## config.mk

```make
export PLATFORM = sky130hd
export DESIGN_NAME = wb_arbiter2
export DESIGN_NICKNAME = d
export VERILOG_FILES = /design/src/rtl/wb_arbiter2.sv
export SDC_FILE = /design/constraint.sdc
export NUM_CORES = 1
export LEC_CHECK = 0
export ABC_CLOCK_PERIOD_IN_PS = 2000
export BUFFER_PORTS_ARGS = -buffer_cell sky130_fd_sc_hd__buf_2
export CORE_AREA = 2 2 89 91
export CTS_BUF_LIST = sky130_fd_sc_hd__clkbuf_4 sky130_fd_sc_hd__clkbuf_8
export CTS_CLUSTER_SIZE = 28
export DETAILED_ROUTE_END_ITERATION = 7
export DIE_AREA = 0 0 91 93
export GPL_TIMING_DRIVEN = 1
export PLACE_DENSITY = 0.6
export SKIP_CTS_REPAIR_TIMING = 1
export SLEW_MARGIN = 20
export SYNTH_ARGS = -nofsm -noshare
export SYNTH_HDL_FRONTEND = slang
export SYNTH_SLANG_ARGS = --single-unit
```

## constraint.sdc

```tcl
create_clock -name clk -period 2 [get_ports clk]
set_clock_uncertainty 0.1 [all_clocks]
set_input_delay 0.2 -clock clk [delete_from_list [all_inputs] [get_ports clk]]
set_output_delay 0.2 -clock clk [all_outputs]
set_load 0.02 [all_outputs]
```

## src/rtl/wb_arbiter2.sv

```systemverilog
// rtl/wb_arbiter2.sv - two-master Wishbone classic round-robin arbiter
// Optional bus-timeout watchdog enabled by defining WB_ARB_TIMEOUT_EN.
module wb_arbiter2 #(
  parameter int DATA_WIDTH     = 32,
  parameter int ADDRESS_WIDTH  = 14,
  parameter int SEL_WIDTH      = 4,
  parameter int TIMEOUT_CYCLES = 255
) (
  input  logic                     clk,
  input  logic                     reset,
  input  logic                     m0_cyc,
  input  logic                     m0_stb,
  input  logic                     m0_we,
  input  logic [ADDRESS_WIDTH-1:0] m0_adr,
  input  logic [DATA_WIDTH-1:0]    m0_dat_mosi,
  input  logic [SEL_WIDTH-1:0]     m0_sel,
  output logic                     m0_ack,
  input  logic                     m1_cyc,
  input  logic                     m1_stb,
  input  logic                     m1_we,
  input  logic [ADDRESS_WIDTH-1:0] m1_adr,
  input  logic [DATA_WIDTH-1:0]    m1_dat_mosi,
  input  logic [SEL_WIDTH-1:0]     m1_sel,
  output logic                     m1_ack,
  output logic [DATA_WIDTH-1:0]    m_dat_miso,
  output logic                     s_cyc,
  output logic                     s_stb,
  output logic                     s_we,
  output logic [ADDRESS_WIDTH-1:0] s_adr,
  output logic [DATA_WIDTH-1:0]    s_dat_mosi,
  output logic [SEL_WIDTH-1:0]     s_sel,
  input  logic                     s_ack,
  input  logic [DATA_WIDTH-1:0]    s_dat_miso,
  output logic [1:0]               grant,
  output logic                     timeout_flag,
  input  logic                     timeout_clr
);

  typedef enum logic [1:0] {ST_IDLE, ST_OWN0, ST_OWN1} state_t;

  localparam logic [7:0] TMO_LIMIT = 8'(TIMEOUT_CYCLES);

  state_t r_state;
  state_t w_next;
  logic   r_last;
  logic   w_req0;
  logic   w_req1;
  logic   w_own_stb;
  logic   w_tmo_ack;

  assign w_req0 = m0_cyc & m0_stb;
  assign w_req1 = m1_cyc & m1_stb;

  // Release between transfers lets the other master in even while CYC is held.
  always_comb begin
    w_next = r_state;
    case (r_state)
      ST_IDLE: begin
        if (w_req0 && w_req1) w_next = r_last ? ST_OWN0 : ST_OWN1;
        else if (w_req0)      w_next = ST_OWN0;
        else if (w_req1)      w_next = ST_OWN1;
      end
      ST_OWN0: if (!m0_cyc || (!m0_stb && w_req1)) w_next = ST_IDLE;
      ST_OWN1: if (!m1_cyc || (!m1_stb && w_req0)) w_next = ST_IDLE;
      default: w_next = ST_IDLE;
    endcase
  end

  always_ff @(posedge clk) begin
    if (reset) begin
      r_state <= ST_IDLE;
      r_last  <= 1'b1;
    end else begin
      r_state <= w_next;
      if (r_state == ST_IDLE && w_next == ST_OWN0) r_last <= 1'b0;
      if (r_state == ST_IDLE && w_next == ST_OWN1) r_last <= 1'b1;
    end
  end

  always_comb begin
    s_cyc      = 1'b0;
    w_own_stb  = 1'b0;
    s_we       = 1'b0;
    s_adr      = '0;
    s_dat_mosi = '0;
    s_sel      = '0;
    grant      = 2'b00;
    case (r_state)
      ST_OWN0: begin
        s_cyc      = m0_cyc;
        w_own_stb  = m0_stb;
        s_we       = m0_we;
        s_adr      = m0_adr;
        s_dat_mosi = m0_dat_mosi;
        s_sel      = m0_sel;
        grant      = 2'b01;
      end
      ST_OWN1: begin
        s_cyc      = m1_cyc;
        w_own_stb  = m1_stb;
        s_we       = m1_we;
        s_adr      = m1_adr;
        s_dat_mosi = m1_dat_mosi;
        s_sel      = m1_sel;
        grant      = 2'b10;
      end
      default: ;
    endcase
  end

  // The synthetic ACK withdraws the strobe so the slave never sees the aborted beat.
  assign s_stb      = w_own_stb & ~w_tmo_ack;
  assign m0_ack     = (r_state == ST_OWN0) & (s_ack | w_tmo_ack);
  assign m1_ack     = (r_state == ST_OWN1) & (s_ack | w_tmo_ack);
  assign m_dat_miso = w_tmo_ack ? {DATA_WIDTH{1'b1}} : s_dat_miso;

`ifdef WB_ARB_TIMEOUT_EN
  logic [7:0] r_tmo_cnt;
  logic       r_timeout_flag;

  assign w_tmo_ack    = (r_state != ST_IDLE) && (r_tmo_cnt == TMO_LIMIT);
  assign timeout_flag = r_timeout_flag;

  always_ff @(posedge clk) begin
    if (reset) begin
      r_tmo_cnt      <= 8'd0;
      r_timeout_flag <= 1'b0;
    end else begin
      if (w_tmo_ack || (w_next != r_state) || !w_own_stb || s_ack)
        r_tmo_cnt <= 8'd0;
      else
        r_tmo_cnt <= r_tmo_cnt + 8'd1;
      if (w_tmo_ack)        r_timeout_flag <= 1'b1;
      else if (timeout_clr) r_timeout_flag <= 1'b0;
    end
  end
`else
  logic w_unused_tmo;

  assign w_tmo_ack    = 1'b0;
  assign timeout_flag = 1'b0;
  assign w_unused_tmo = timeout_clr ^ (^TMO_LIMIT);
`endif

endmodule

```

==> impl_metrics.env <==
export IMPL_hpwlAfterDp_um=4270
export IMPL_htreeDepth=1
export IMPL_hold_path_class="in -> reg"
export IMPL_ioPinCount=232
export IMPL_avgSynthCellArea_um2=7.02
export IMPL_critPathTopFamily="buffers and inverters"
export IMPL_crit_slowest_cell="dfxtp_1"
export IMPL_fin_cells=418
export IMPL_coreArea_mm2=0.00753
export IMPL_met2_length_um=2670
export IMPL_antenna_found_initial=0
export IMPL_swShare_pct=39.3
export IMPL_rsz0062_at_grt="yes"
export IMPL_clkPwrFrac_pct=26.2
export IMPL_power_frac_comb_pct=63.9
export IMPL_path_clk_slew_ns=0.03
export IMPL_ys_seq_elements=3
export IMPL_track_usage_pct=10.8
export IMPL_slew_viol_final=0
export IMPL_cp_cell_sequence="inv_1 -> ha_1 -> buf_6 -> nor2b_1 -> buf_2"
export IMPL_first_pass_iters=4
export IMPL_ff2ff_setup_slack_ns=0.17
export IMPL_worstPathRequired_ns=1.70
export IMPL_r2r_start="r_state[0]$_SDFF_PP0_"
export IMPL_num_rows=32
export IMPL_synth_top_area_share_pct=29.7
export IMPL_post_drt_wl_per_cell_um=12.3
export IMPL_area_delta_synth_final_pct=57.6
export IMPL_crit_buf_inv=3
export IMPL_crit_start="r_state[0]$_SDFF_PP0_"
export IMPL_dieHeight_um=93
export IMPL_synth_flop_cell="dfxtp_1"
export IMPL_ir_drop_mv=0.113
export IMPL_synth_net_count=338
export IMPL_vias_per_cell=4.37
export IMPL_cts_buffers_inserted=3
export IMPL_overflow=0
export IMPL_dr_max_layer_used="met4"
export IMPL_period_minus_slack_ns=1.92
export IMPL_chipWidth_um=91
export IMPL_cp_depth=5
export IMPL_yosys_cell_count_top_type="nor2b_1"
export IMPL_cp_max_fo=21
export IMPL_synth_area_mm2=0.00134
export IMPL_cp_endpoint="s_dat_mosi[20]"
export IMPL_route_vias_total=1825
export IMPL_wl_met1_um=1920
export IMPL_async_flop_share_pct=0
export IMPL_die_area_mm2=0.00846
export IMPL_dr_wl_met3_um=495
export IMPL_n_fill_cell=847
export IMPL_grt_first_pass_wirelength_um=7650
export IMPL_place_inst=414
export IMPL_power_leakage_nw=1.03
export IMPL_p_int_w=0.000449
export IMPL_cts_num_sinks=3
export IMPL_synth_top_cell_by_area="a22oi_1"
export IMPL_gp_congestion=0.726
export IMPL_root_buffer="clkbuf_8"
export IMPL_cts_tree="built"
export IMPL_crit_type="reg -> out"
export IMPL_fin_nets=464
export IMPL_ys_top_cells_by_area="a22oi_1 30%, nor2b_1 25%, buf_4 19%"
export IMPL_finalHoldViolCount=0
export IMPL_reg2reg_depth=7
export IMPL_cp_arrival_ns=1.62
export IMPL_p_per_area_mw_per_mm2=350
export IMPL_startpoint_type="flip-flop"
export IMPL_slowest_delay_ns=0.38
export IMPL_finalCritPeriodShare_pct=96.2
export IMPL_drt_iter0_drc=46
export IMPL_status="finished, final reports clean"
export IMPL_portBuffers=165
export IMPL_clk_latency_ns=0.22
export IMPL_worstHoldPathCells=2
export IMPL_placed_area_mm2=0.00202
export IMPL_cap_violations=0
export IMPL_syn_inst=191
export IMPL_synth_top_cells_by_count="54 x nor2b_1, 53 x a22oi_1, 34 x buf_4"
export IMPL_grt_max_degree=33
export IMPL_diodes=0
export IMPL_start_util_pct=17.8
export IMPL_grt_pass1_vias=1648
export IMPL_setup_viol=0
export IMPL_drc=0
export IMPL_fmax_mhz=520
export IMPL_wl_um=5140
export IMPL_switchingPower_w=0.000290
export IMPL_cts_buffer_depth=2
export IMPL_ys_types=25
export IMPL_seqPwrFrac_pct=9.9
export IMPL_yosysSeqAreaShare_pct=4.48
export IMPL_reg2reg_to="r_last$_SDFFE_PP1P_"
export IMPL_drive_gt1_share_pct=57.9
export IMPL_yosysWarnings=0
export IMPL_endpoint_kind="output port"
export IMPL_finish_instance_area_mm2=0.00211
export IMPL_ant_nets=0
export IMPL_synth_edf_count=0
==> state kept, by name, indices dropped and copies added, names as in the netlist <==
| signal | count |
|---|---|
| r_state | 2 |
| r_last | 1 |
==> power groups by stage <==
stage / Clock [W] / Combinational (W) / Sequential (W)
final: 0.000194 / 0.000472 / 0.0000732
after global routing: 0.000210 / 0.000520 / 0.0000743
after CTS: 0.000201 / 0.000459 / 0.0000729
after detailed placement: 0 / 0.000458 / 0.0000736
after global placement: 0 / 0.000451 / 0.0000738
after floorplan: 0 / 0.000362 / 0.0000717
==> worst min path at each step <==
stage	from	endpoint
5_1_grt	reset	r_state[1]$_SDFF_PP0_
4_1_cts	reset	r_state[1]$_SDFF_PP0_
2_1_floorplan	reset	r_state[1]$_SDFF_PP0_
3_5_place_dp	s_dat_miso[10]	m_dat_miso[10]
3_3_place_gp	s_dat_miso[10]	m_dat_miso[10]
6_report	reset	r_state[1]$_SDFF_PP0_
==> kinds of logic (layout without fill, tap and decap cells) <==
| family | count (synthesis) | after routing | share of synthesized area [%] |
|---|---|---|---|
| AOI/OAI and AO/OA | 64 | 64 | 35.7 |
| adders and majority gates | 5 | 5 | 4.66 |
| buffers and inverters | 52 | 177 | 24.6 |
| DFF | 3 | 3 | 4.48 |
| other | 1 | 1 | 0.280 |
| and+or+nand+nor | 66 | 66 | 30.2 |
==> worst register-to-register path, cell delays in order (launching register included) <==
cell,delay [ns]
dfxtp_1,0.33
inv_1,0.12
ha_2,0.24
nor2_1,0.06
a311oi_2,0.33
o21ai_1,0.15
a311oi_1,0.28
o22ai_1,0.10
==> area by class of cell <==
cell class	count	area, um2	share of cell area (%)
Clock buffer	4	48.8	2.31
Inverter	2	7.51	0.355
Multi-Input combinational cell	136	966	45.7
Sequential cell	3	61.3	2.90
Tap cell	102	128	6.04
Timing Repair Buffer	171	902	42.7
==> placed cells by master (no fill, tap or decap), types with 3 or more instances in the layout <==
cell type	count
nor2_1	3
buf_2	165
ha_1	3
a22oi_1	51
and2_1	3
clkbuf_8	3
buf_6	5
nand2_1	3
nor2b_1	54
==> metrics by stage <==
| stage | util, % | total power [W] | hold slack, ns | setup slack (ns) | TNS [ns] |
|---|---|---|---|---|---|
| floorplan | - | 0.000434 | 0.177 | 0.0807 | 0 |
| global placement | 26.9 | 0.000525 | 0.300 | 0.189 | 0 |
| detailed placement | 26.9 | 0.000532 | 0.300 | 0.145 | 0 |
| CTS | 27.5 | 0.000733 | 0.0910 | -0.00830 | -0.0115 |
| global route | 28.1 | 0.000804 | 0.0846 | -0.0302 | -0.108 |
| finish | 28.1 | 0.000739 | 0.0906 | 0.0767 | 0 |
==> per-layer routing <==
metal,GRT usage (%),up-vias
met5,0,-
met4,3.54,0
met3,2.18,14
met2,20.8,106
met1,11.6,805
li1,-,900
Power figures use the tool's default switching activity.
